--- src/rtl/riscv_sb_pkg.sv ---
// Shared definitions for the store write buffer.
// Provides:
//   SB_DEPTH     default number of buffered stores
//   SB_ADDR_W    default address width
//   SB_DATA_W    default store data width
//   SB_WORD_LSB  lowest address bit of the word address
//   sb_entry_t   one buffered store {addr, data} at the default widths
package riscv_sb_pkg;

  localparam int unsigned SB_DEPTH    = 4;
  localparam int unsigned SB_ADDR_W   = 32;
  localparam int unsigned SB_DATA_W   = 32;
  localparam int unsigned SB_WORD_LSB = 2;

  typedef struct packed {
    logic [SB_ADDR_W-1:0] addr;
    logic [SB_DATA_W-1:0] data;
  } sb_entry_t;

endpackage

--- src/rtl/sb_fifo_ctrl.sv ---
// Pointer/occupancy control for the store write buffer FIFO.
// Owns wr_ptr, rd_ptr, count, full and empty, and arbitrates enqueue/dequeue.
// Ports:
//   clk, rst          clock, synchronous active-high reset
//   memwrite_i        core store request
//   mem_req_ready_i   memory accepts the head entry
//   wr_ptr_o/rd_ptr_o write / read pointers (wrap modulo DEPTH)
//   count_o           occupancy 0..DEPTH
//   empty_o           no entries pending
//   enq_o/deq_o       enqueue / dequeue strobes for this cycle
//   stall_o           store not accepted this cycle (combinational)
module sb_fifo_ctrl
  import riscv_sb_pkg::*;
#(
  parameter int unsigned DEPTH = SB_DEPTH,
  parameter int unsigned PTR_W = $clog2(DEPTH),
  parameter int unsigned CNT_W = $clog2(DEPTH + 1)
) (
  input  logic             clk,
  input  logic             rst,
  input  logic             memwrite_i,
  input  logic             mem_req_ready_i,
  output logic [PTR_W-1:0] wr_ptr_o,
  output logic [PTR_W-1:0] rd_ptr_o,
  output logic [CNT_W-1:0] count_o,
  output logic             empty_o,
  output logic             enq_o,
  output logic             deq_o,
  output logic             stall_o
);

  logic [PTR_W-1:0] wr_ptr_q, wr_ptr_d;
  logic [PTR_W-1:0] rd_ptr_q, rd_ptr_d;
  logic [CNT_W-1:0] count_q, count_d;
  logic             full;
  logic             empty;
  logic             enq;
  logic             deq;

  // Handshake arbitration; a dequeue frees a slot for a same-cycle enqueue.
  assign full  = (count_q == CNT_W'(DEPTH));
  assign empty = (count_q == '0);
  assign deq   = !empty && mem_req_ready_i;
  assign enq   = memwrite_i && (!full || deq);

  // Next-state pointers and occupancy; pointer wrap relies on power-of-two DEPTH.
  always_comb begin
    wr_ptr_d = wr_ptr_q;
    rd_ptr_d = rd_ptr_q;
    count_d  = count_q;
    if (enq) wr_ptr_d = wr_ptr_q + PTR_W'(1);
    if (deq) rd_ptr_d = rd_ptr_q + PTR_W'(1);
    case ({enq, deq})
      2'b10:   count_d = count_q + CNT_W'(1);
      2'b01:   count_d = count_q - CNT_W'(1);
      default: count_d = count_q;
    endcase
  end

  always_ff @(posedge clk) begin
    if (rst) begin
      wr_ptr_q <= '0;
      rd_ptr_q <= '0;
      count_q  <= '0;
    end else begin
      wr_ptr_q <= wr_ptr_d;
      rd_ptr_q <= rd_ptr_d;
      count_q  <= count_d;
    end
  end

  assign wr_ptr_o = wr_ptr_q;
  assign rd_ptr_o = rd_ptr_q;
  assign count_o  = count_q;
  assign empty_o  = empty;
  assign enq_o    = enq;
  assign deq_o    = deq;
  assign stall_o  = memwrite_i && full && !deq;

endmodule

--- src/rtl/store_write_buffer.sv ---
// Posted-store buffer between the core data-memory write port and memory.
// Absorbs stores into a DEPTH-entry FIFO, drains one per valid/ready handshake,
// stalls the core when full, and forwards the youngest pending store to loads.
// Optional feature macro: STORE_FWD_EN (forwarding comparators built when defined;
// otherwise fwd_hit/fwd_data are tied to 0 and rd_adr is ignored).
// Ports:
//   clk, rst                    clock, synchronous active-high reset
//   memwrite, dataadr, writedata core store request
//   stall                       store not accepted this cycle
//   rd_adr, fwd_hit, fwd_data   load address and forwarding result
//   mem_req_valid/ready         memory request handshake
//   mem_addr, mem_wdata         head entry presented to memory
//   empty                       no stores pending
module store_write_buffer
  import riscv_sb_pkg::*;
#(
  parameter int unsigned DEPTH  = SB_DEPTH,
  parameter int unsigned ADDR_W = SB_ADDR_W,
  parameter int unsigned DATA_W = SB_DATA_W
) (
  input  logic              clk,
  input  logic              rst,
  input  logic              memwrite,
  input  logic [ADDR_W-1:0] dataadr,
  input  logic [DATA_W-1:0] writedata,
  output logic              stall,
  input  logic [ADDR_W-1:0] rd_adr,
  output logic              fwd_hit,
  output logic [DATA_W-1:0] fwd_data,
  output logic              mem_req_valid,
  input  logic              mem_req_ready,
  output logic [ADDR_W-1:0] mem_addr,
  output logic [DATA_W-1:0] mem_wdata,
  output logic              empty
);

  localparam int unsigned PTR_W = $clog2(DEPTH);
  localparam int unsigned CNT_W = $clog2(DEPTH + 1);

  logic [PTR_W-1:0]  wr_ptr;
  logic [PTR_W-1:0]  rd_ptr;
  logic [CNT_W-1:0]  count;
  logic              enq;
  logic              deq;

  logic [ADDR_W-1:0] addr_q [DEPTH];
  logic [DATA_W-1:0] data_q [DEPTH];

  sb_fifo_ctrl #(
    .DEPTH (DEPTH),
    .PTR_W (PTR_W),
    .CNT_W (CNT_W)
  ) u_ctrl (
    .clk             (clk),
    .rst             (rst),
    .memwrite_i      (memwrite),
    .mem_req_ready_i (mem_req_ready),
    .wr_ptr_o        (wr_ptr),
    .rd_ptr_o        (rd_ptr),
    .count_o         (count),
    .empty_o         (empty),
    .enq_o           (enq),
    .deq_o           (deq),
    .stall_o         (stall)
  );

  // Entry storage; reset clears every slot so the idle head reads as zero.
  always_ff @(posedge clk) begin
    if (rst) begin
      for (int unsigned i = 0; i < DEPTH; i++) begin
        addr_q[i] <= '0;
        data_q[i] <= '0;
      end
    end else if (enq) begin
      addr_q[wr_ptr] <= dataadr;
      data_q[wr_ptr] <= writedata;
    end
  end

  // Head entry stays put until dequeued, so it is stable while ready is low.
  assign mem_req_valid = !empty;
  assign mem_addr      = addr_q[rd_ptr];
  assign mem_wdata     = data_q[rd_ptr];

`ifdef STORE_FWD_EN
  logic unused_rd_lsb;
  assign unused_rd_lsb = ^{rd_adr[SB_WORD_LSB-1:0], deq};

  // Walk entries oldest to youngest so the last (youngest) match wins.
  // A store being enqueued this cycle is not yet in storage, so it never forwards.
  always_comb begin
    fwd_hit  = 1'b0;
    fwd_data = '0;
    for (int unsigned i = 0; i < DEPTH; i++) begin
      if ((CNT_W'(i) < count) &&
          (addr_q[rd_ptr + PTR_W'(i)][ADDR_W-1:SB_WORD_LSB] ==
           rd_adr[ADDR_W-1:SB_WORD_LSB])) begin
        fwd_hit  = 1'b1;
        fwd_data = data_q[rd_ptr + PTR_W'(i)];
      end
    end
  end
`else
  logic unused_fwd;
  assign unused_fwd = ^{rd_adr, count, deq};

  // Without forwarding the core stalls loads while the buffer is not empty.
  assign fwd_hit  = 1'b0;
  assign fwd_data = '0;
`endif

endmodule

--- config.mk ---
export PLATFORM = sky130hd
export DESIGN_NAME = store_write_buffer
export DESIGN_NICKNAME = d
export VERILOG_FILES = /design/src/rtl/riscv_sb_pkg.sv /design/src/rtl/sb_fifo_ctrl.sv /design/src/rtl/store_write_buffer.sv
export SDC_FILE = /design/constraint.sdc
export NUM_CORES = 1
export LEC_CHECK = 0
export CAP_MARGIN = 20
export CORE_UTILIZATION = 48
export DETAILED_ROUTE_END_ITERATION = 6
export GPL_TIMING_DRIVEN = 0
export HOLD_SLACK_MARGIN = 0.03
export PLACE_DENSITY = 0.82
export SLEW_MARGIN = 20
export SYNTH_ARGS = -nofsm -noshare
export SYNTH_HDL_FRONTEND = slang
export SYNTH_HIERARCHICAL = 1
export SYNTH_SLANG_ARGS = --single-unit
--- constraint.sdc ---
create_clock -name clk -period 5.4 [get_ports clk]
set_input_delay 1.62 -clock clk [delete_from_list [all_inputs] [get_ports clk]]
set_output_delay 1.62 -clock clk [all_outputs]
set_load 0.005 [all_outputs]
; ---- Word-level counts from Yosys, hierarchy flattened
; Memories as Yosys holds them, arrays and structs flattened. A register that Yosys moved wholly into a read port is not among the register bits.
; Cells that the tools add are included.
[classes]
eq_ne = 3
addsub = 4
n_mux = 16
mul = 0
n_lt_le_gt_ge = 0
reduce_logical = 12
n_div = 0
bitwise_logic = 0
n_shift = 0
[ops]
columns = operator, n
row1 = 32-bit 2-to-1 mux, 2
row2 = 32-bit OR reduction, 2
row3 = 2-bit 2-to-1 mux, 6
row4 = 1-bit 2-to-1 mux, 7
row5 = 3-bit one-hot mux with 2 select lines, 1
row6 = 2-bit by 1-bit adder with 2-bit output (second input constant), 2
row7 = 1-bit logical AND, 4
row8 = 3-bit by 1-bit adder with 3-bit output (second input constant), 1
row9 = 3-bit == test (second input constant), 1
row10 = 1-bit logical NOT, 3
row11 = 3-bit logical NOT, 1
row12 = 3-bit by 1-bit subtractor with 3-bit output (second input constant), 1
row13 = 2-bit by 1-bit == test with 1-bit output (second input constant), 1
row14 = 2-bit == test (second input constant), 1
row15 = 2-bit nonzero test, 1
row16 = 1-bit logical OR, 1
[totals]
mem_bits_rw = 256
latchBits = 0
mem_count = 2
regBits = 7
inputBits = 100
mem_bits_ro = 0
elab_cells = 40
[mem_list]
columns = name, words, word_bits, rd, rd_ports_with_merged_regs, write_ports, line_no
row1 = addr_q, 4, 32, 1, 1, 4, store_write_buffer.sv:46  ; logic [ADDR_W-1:0] addr_q [DEPTH];
row2 = data_q, 4, 32, 1, 1, 4, store_write_buffer.sv:47  ; logic [DATA_W-1:0] data_q [DEPTH];

; ---- Longest topological paths before layout
; Gate-level depths: netlist of run 1.
[logic_depth]
ltp_word = 10
mapped_depth = 8
ltp_nobuf = 7

; ---- By module
; The synthesis of run 1 kept the hierarchy.
[by_module_without_submodules]
columns = mod, area_per_inst_um2, seq_area_each_um2, cells_each, n_inst
row1 = store_write_buffer, 11368.4, 7687.4, 664, 1
row2 = sb_fifo_ctrl, 474.2, 140.1, 55, 1

; ---- Worst setup path before layout of run 1
; OpenSTA, ideal clock, no wires.
[synth_timing]
path_kind = input -> register
from = in mem_req_ready
to = mem addr_q[2][0] (netlist bit), enable pin
path_slack_ns = -0.261
required_ns = 4.901
setup_time_ns = 0.499
n_path_buf = 1
t_arrival_ns = 5.162
cell_stages = 5
cell_sequence = buf_4 nor4b_4 nor2_1 nand2_1 o21bai_1
[synth_lines]
columns = item, line_no
row1 = from (decl), store_write_buffer.sv:31  ; input logic mem_req_ready,
row2 = to (decl), store_write_buffer.sv:46

; ---- Worst setup path in the final report of run 1
[layout_timing]
from = in mem_req_ready
to = out stall
[layout_between]
elab_chain_len = 3
[layout_lines]
columns = item, line_no
row1 = 1-bit logical AND, sb_fifo_ctrl.sv:43  ; assign deq = !empty && mem_req_ready_i;
row2 = 1-bit logical NOT, sb_fifo_ctrl.sv:78  ; assign stall_o = memwrite_i && full && !deq;
row3 = 1-bit logical AND, sb_fifo_ctrl.sv:78
row4 = to (decl), store_write_buffer.sv:26  ; output logic stall,
; Every way passes these cells.

==> results by group, run 1 <==
Status
  • Outcome: finished clean

Global route
  • Total GRT Usage: 0.186
  • Largest net degree at the start of global routing: 41
  • Vias in the first global route: 6689
  • First-pass GRT wire length: 36300 µm
  • Remaining global-route overflow: 0
  • Initial antenna violation count: 0

Detailed routing
  • Average wire per standard cell: 18.4 µm
  • DR vias: 6319
  • 1st-pass router iterations: 4
  • WL final: 23200 µm
  • 1st-iter DRT viols: 330
  • Via/cell ratio: 5.02
  • DRC: 0
  • Antenna viol nets, final: 0

STA
  • Worst slew pin tran: 0.773 ns
  • Relative slew margins: 0.482
  • Final period util: 0.821
  • Minimum clock period: 4.43 ns
  • Hold_ws: 0.538 ns
  • RSZ-0062 raised after global routing: no
  • Slew Viols, Final: 0
  • Final Hold Viols: 0
  • Final setup fails: 0
  • Achievable Freq: 0.226 GHz
  • Clk_skew: 0.00684 ns

Clocking
  • # hold bufs at CTS: 0
  • Number of gates resized after cts: 0
  • Clk slew on worst S/H paths: 0.06 ns
  • Postcts setup bufs: 0
  • TritonCTS Buffers: 26
  • Max clock buf depth: 3
  • Clock latency on the worst-skew pair: 0.52 ns
  • # H-tree levels: 1
  • CTS root buffer: clkbuf_16
  • Clock Sinks: 263
  • CTS tree: built

Pwr
  • Peak VDD IR: 0.175 mV
  • Leakage: 5.49 nW
  • Tot Pwr: 0.00509 W
  • PwrDens: 345 nW/µm²

Layout
  • Synth-to-Final Area Change: 24.7%
  • Commonest non-fill, non-tap cells in the layout: edfxtp_1 (256), and2_1 (193), clkdlybuf4s50_1 (131), mux4_2 (64), and2_2 (64)
  • Most common cell after layout, fill and taps aside: edfxtp_1
  • Fill cell count: 1816
  • Diodes inserted: 0
  • Fin nets: 1017
  • Layout cell share with drive strength beyond 1: 0.263

Floorplan
  • Die area: 25300 µm²
  • Core area: 24200 µm²
  • Initial core utilization: 0.488
  • Chip width: 159 µm
  • Ports: 200
  • Row Count: 57
  • Die H: 159 µm

Setup path
  • Slowest CP cell: clkdlybuf4s50_1
  • CP arrival: 2.81 ns
  • Critical path cell sequence: buf_4 > nor4b_4 > and2_1 > clkdlybuf4s50_1
  • Crit. End Element: output pin
  • CP Launch Type: primary input
  • Crit-path max cell delay: 0.49 ns
  • Crit Path Class: primary input to output pin
  • Critical Path RT: 3.78 ns
  • Max FO, Critical Path: 10

Synth
  • Gate Count Post-Synth: 719
  • Number of synthesized flops with an enable pin: 256
  • Synth Cell Area: 11800 µm²
  • Seq/Total Area, Yosys: 0.661
  • Post-synth ARST share: 0
  • Syn. warnings: 6
  • Yosys reg bits: 263
  • Syn Area/Cell: 16.5 µm²
  • Post-synth top flop: edfxtp_1
  • Yosys cell types: 39

Placement
  • Post-DP HPWL: 14600 µm
  • IO buf count: 131
  • GP Congestion: 0.747

Min path
  • Hold/Removal Path Class: register to register

Run
  • Max-cap violations: 0
-- report_power, final --
group | internal (W) | total, W | switching [W]
Sequential | 0.00239 | 0.00243 | 0.0000373
Clock | 0.00115 | 0.00189 | 0.000745
Combinational | 0.000450 | 0.000770 | 0.000320
Total | 0.00399 | 0.00509 | 0.00110
-- cell families after synthesis --
kind of cell | after synthesis | share of synthesized area
buffers and inverters | 89 | 0.0447
adder cells (fa/ha/maj) | 1 | 0.00169
AO/OA/AOI/OAI | 17 | 0.0108
AND/OR/NAND/NOR | 280 | 0.157
multiplexers | 64 | 0.122
other | 1 | 0.000317
flip-flops | 263 | 0.661
XOR/XNOR | 4 | 0.00296
-- registers in the layout, summed over array words and instances (netlist names) --
signal and count:
u_ctrl/wr_ptr_o 2, u_ctrl/rd_ptr_o 2, data_q 128, addr_q 128
u_ctrl/count_o 3
-- final timing paths --
check | start | end | slack [ns] | cells past startpoint
max reg2reg | u_ctrl/count_o[2]$_SDFFE_PP0P_ | data_q[0][1]$_SDFFCE_PN0P_ | 2.92 | 6
max | mem_req_ready | stall | 0.97 | 4
min | u_ctrl/rd_ptr_o[1]$_SDFFE_PP0N_ | u_ctrl/rd_ptr_o[1]$_SDFFE_PP0N_ | 0.54 | 2
min reg2reg | u_ctrl/rd_ptr_o[1]$_SDFFE_PP0N_ | u_ctrl/rd_ptr_o[1]$_SDFFE_PP0N_ | 0.54 | 2
-- per-layer routing --
metal / up-vias / track usage / routed length, µm
li1: 2971 / - / -
met1: 3140 / 0.236 / 9330
met2: 177 / 0.330 / 12000
met3: 31 / 0.0367 / 1470
met4: 0 / 0.0463 / 373
met5: - / 0 / 0
-- stage by stage --
step           cells  TNS, ns  instance area, µm²  setup slack (ns)   util
2_1_floorplan    751        0               12000              1.08      -
3_3_place_gp    1206   -15.48               13700            -0.247  0.564
3_5_place_dp    1212        0               13900             0.987  0.571
4_1_cts         1260        0               14800             0.972  0.609
5_1_grt         1260        0               14800             0.911  0.609
6_report        1260        0               14800             0.968  0.609
-- cells in the mapped netlist, types with 2 or more instances --
master       n  area (µm²)
a21oi_1      2        10.0
and4bb_2     2        25.0
buf_2        2        10.0
o31ai_1      3        22.5
nand2_1      2        7.51
nor4b_4      2        47.6
mux4_2      64        1440
inv_1        7        26.3
nand3_1      2        10.0
clkbuf_2     8        40.0
nor2_1       7        26.3
buf_6        2        22.5
clkbuf_1    18        67.6
o21bai_1     2        15.0
edfxtp_1   256        7690
o2111ai_1    2        17.5
buf_4       44         330
and2_2      64         480
dfxtp_1      7         140
xor2_1       4        35.0
buf_1        7        26.3
a31o_2       2        17.5
and2_1     193        1210
or3_1        2        12.5
-- layout make-up --
type,count,area (µm²),share of cell area
clock inverter,21,234,0.0158
buffer,81,497,0.0336
clock buffer,27,676,0.0458
sequential,263,7830,0.530
inverter,8,32.5,0.00220
timing repair buffer,137,1450,0.0985
tap,324,405,0.0275
multi-input combinational,399,3640,0.247
-- worst max-delay path: cells and delay by family --
family        cells  cell delay, ns
simple gates      2            0.54
buf+inv           2            0.64
Note: power is estimated with default switching activity, not from simulation.
==> run 2: changes to the inputs <==
Settings changed: CORE_UTILIZATION 48 to 53, PLACE_DENSITY 0.82 to 0.86.
Clock period 5.4 ns to 4.1 ns, I/O delays scaled along.
==> results by group, run 2 (synthesis gave the netlist of run 1 again) <==
Layout
  • Area of the multi-input gates: 3640 µm² (unchanged)
  • Diodes inserted: 0 (unchanged)
  • Synth-to-Final Area Change: 23.0%
  • Fill cell count: 1526 (-16%)
  • Layout cell share with drive strength beyond 1: 0.252 (-0.0107)
  • Finished Core Util: 0.666 (+0.0565)
  • Most common cell after layout, fill and taps aside: edfxtp_1
  • Reg area: 7830 µm² (unchanged)
  • Commonest non-fill, non-tap cells in the layout: edfxtp_1 (256), and2_1 (193), clkdlybuf4s50_1 (131), mux4_2 (64), and2_2 (64)
  • Fin nets: 1017 (unchanged)

Min path
  • Hold/Removal Path Class: register to register

STA
  • Slew Viols, Final: 0 (unchanged)
  • Final Hold Viols: 0 (unchanged)
  • Final setup fails: 0 (unchanged)
  • Clk_skew: 0.00479 ns (-0.00205 ns)
  • Worst slew pin tran: 0.773 ns (+0.000357 ns)
  • Hold_ws: 0.520 ns (-0.0181 ns)
  • RSZ-0062 raised after global routing: no
  • Final period util: 0.945
  • Minimum clock period: 3.87 ns
  • Relative slew margins: 0.482 (about the same)
  • Setup TNS: 0 ns (unchanged)
  • Achievable Freq: 0.258 GHz

Setup path
  • CP Launch Type: register
  • Worst R2R Path Depth: 7 (+1)
  • Crit. End Element: output pin
  • Worst r2r src: u_ctrl/count_o[2]$_SDFFE_PP0P_
  • CP endpoint: mem_addr[22]
  • Reg2Reg Setup Slack: 1.54 ns (-1.38 ns)
  • Setup crit start: u_ctrl/rd_ptr_o[1]$_SDFFE_PP0N_
  • Crit Path Class: register to output pin
  • CP arrival: 2.64 ns (-0.17 ns)
  • Max FO, Critical Path: 10 (unchanged)
  • R2r endpoint: data_q[2][19]$_SDFFCE_PN0P_
  • Critical Path RT: 2.87 ns (-0.91 ns)

Clocking
  • Number of gates resized after cts: 0 (unchanged)
  • Postcts setup bufs: 0 (unchanged)
  • TritonCTS Buffers: 26 (unchanged)
  • Clock Sinks: 263 (unchanged)
  • Max clock buf depth: 3 (unchanged)
  • # H-tree levels: 1 (unchanged)
  • Clk slew on worst S/H paths: 0.06 ns (about the same)
  • CTS root buffer: clkbuf_16
  • Clock latency on the worst-skew pair: 0.52 ns (about the same)
  • CTS tree: built
  • # hold bufs at CTS: 0 (unchanged)

Global route
  • Vias in the first global route: 6666 (-0.34%)
  • First-pass GRT wire length: 36300 µm (about the same)
  • Largest net degree at the start of global routing: 49 (+20%)
  • Total GRT Usage: 0.215 (+0.0284)
  • Initial antenna violation count: 0 (unchanged)
  • Remaining global-route overflow: 0 (unchanged)

Detailed routing
  • DR vias: 6407 (+1.4%)
  • Antenna viol nets, final: 0 (unchanged)
  • 1st-pass router iterations: 5 (+1)
  • Via/cell ratio: 5.27 (+5.1%)
  • 1st-iter DRT viols: 311 (-5.8%)
  • Average wire per standard cell: 19.5 µm (+5.8%)
  • WL final: 23700 µm (+2.1%)
  • DRC: 0 (unchanged)

Status
  • Outcome: finished clean

Pwr
  • NetSw: 0.00144 W (+30%)
  • Switching share of power: 0.225 (+0.00886)
  • Int Power: 0.00494 W (+24%)
  • Leakage: 5.42 nW (-1.3%)
  • PwrDens: 438 nW/µm² (+27%)
  • Tot Pwr: 0.00638 W (+25%)
  • Power share of the combinational group: 0.160 (+0.009)
  • Clock share of power: 0.338 (-0.034)
  • Sequential share of power: 0.502 (+0.025)
  • Peak VDD IR: 0.246 mV (+40%)

Floorplan
  • Row Count: 54 (-5.3%)
  • Die H: 151 µm (-4.8%)
  • Core area: 21900 µm² (-9.7%)
  • Initial core utilization: 0.541 (+0.0526)
  • Chip width: 151 µm (-4.8%)
  • Die area: 22900 µm² (-9.3%)
  • Ports: 200 (unchanged)

Placement
  • IO buf count: 131 (unchanged)
  • GP Congestion: 0.710 (-4.9%)
  • Post-DP HPWL: 15100 µm (+3.7%)

Run
  • Max-cap violations: 0 (unchanged)
==> run 2: changes by cell type in the layout (fill, tap and decap cells not counted) <==
cell,previous run,this run
clkinvlp_4,3,1
clkinv_1,3,8
bufinv_16,5,0
clkbuf_1,18,23
clkinv_2,10,7
==> run 2: area by class of cell <==
| class | instances | area share |
|---|---|---|
| timing repair buffer | 137 | 0.0998 |
| sequential | 263 | 0.537 |
| clock buffer | 32 | 0.0477 |
| inverter | 8 | 0.00223 |
| tap | 280 | 0.0240 |
| multi-input combinational | 399 | 0.250 |
| buffer | 81 | 0.0341 |
| clock inverter | 16 | 0.00498 |
==> run 2: worst max-delay path, stage by stage, from the launching register on <==
cell             delay [ns]
dfxtp_1                0.34
clkbuf_2               0.32
buf_1                  0.58
mux4_2                 0.43
clkdlybuf4s50_1        0.46
==> run 2: worst min path at each step <==
| stage | start | end | slack (ns) | cells past startpoint |
|---|---|---|---|---|
| global placement | u_ctrl/rd_ptr_o[1]$_SDFFE_PP0N_ | u_ctrl/rd_ptr_o[1]$_SDFFE_PP0N_ | 0.50 | 2 |
| detailed placement | u_ctrl/rd_ptr_o[1]$_SDFFE_PP0N_ | u_ctrl/rd_ptr_o[1]$_SDFFE_PP0N_ | 0.51 | 2 |
| global route | u_ctrl/rd_ptr_o[0]$_SDFFE_PP0N_ | u_ctrl/rd_ptr_o[0]$_SDFFE_PP0N_ | 0.58 | 2 |
| finish | u_ctrl/rd_ptr_o[1]$_SDFFE_PP0N_ | u_ctrl/rd_ptr_o[1]$_SDFFE_PP0N_ | 0.52 | 2 |
| CTS | u_ctrl/rd_ptr_o[1]$_SDFFE_PP0N_ | u_ctrl/rd_ptr_o[1]$_SDFFE_PP0N_ | 0.52 | 2 |
| floorplan | u_ctrl/rd_ptr_o[1]$_SDFFE_PP0N_ | u_ctrl/rd_ptr_o[1]$_SDFFE_PP0N_ | 0.48 | 2 |
==> run 2: stage by stage <==
step,std cells,instance area (µm²),setup WS [ns]
floorplan,751,12000,0.173
CTS,1216,14600,0.147
detailed placement,1168,13800,0.467
global route,1216,14600,0.0727
finish,1216,14600,0.227
global placement,1162,13600,-1.13
==> run 2: metal layers <==
metal | vias up | GRT usage | wire [µm]
met4 | 0 | 0.0525 | 444
met5 | - | 0 | 0
met2 | 185 | 0.380 | 12300
met1 | 3210 | 0.278 | 9440
met3 | 37 | 0.0326 | 1440
li1 | 2975 | - | -
==> run 2: power groups by stage <==
stage               Sequential, W  Clock [W]  Combinational, W
global placement          0.00326          0          0.000990
floorplan                 0.00324          0          0.000540
CTS                       0.00320    0.00219           0.00104
global route              0.00322    0.00229           0.00110
finish                    0.00320    0.00216           0.00102
detailed placement        0.00326          0           0.00103
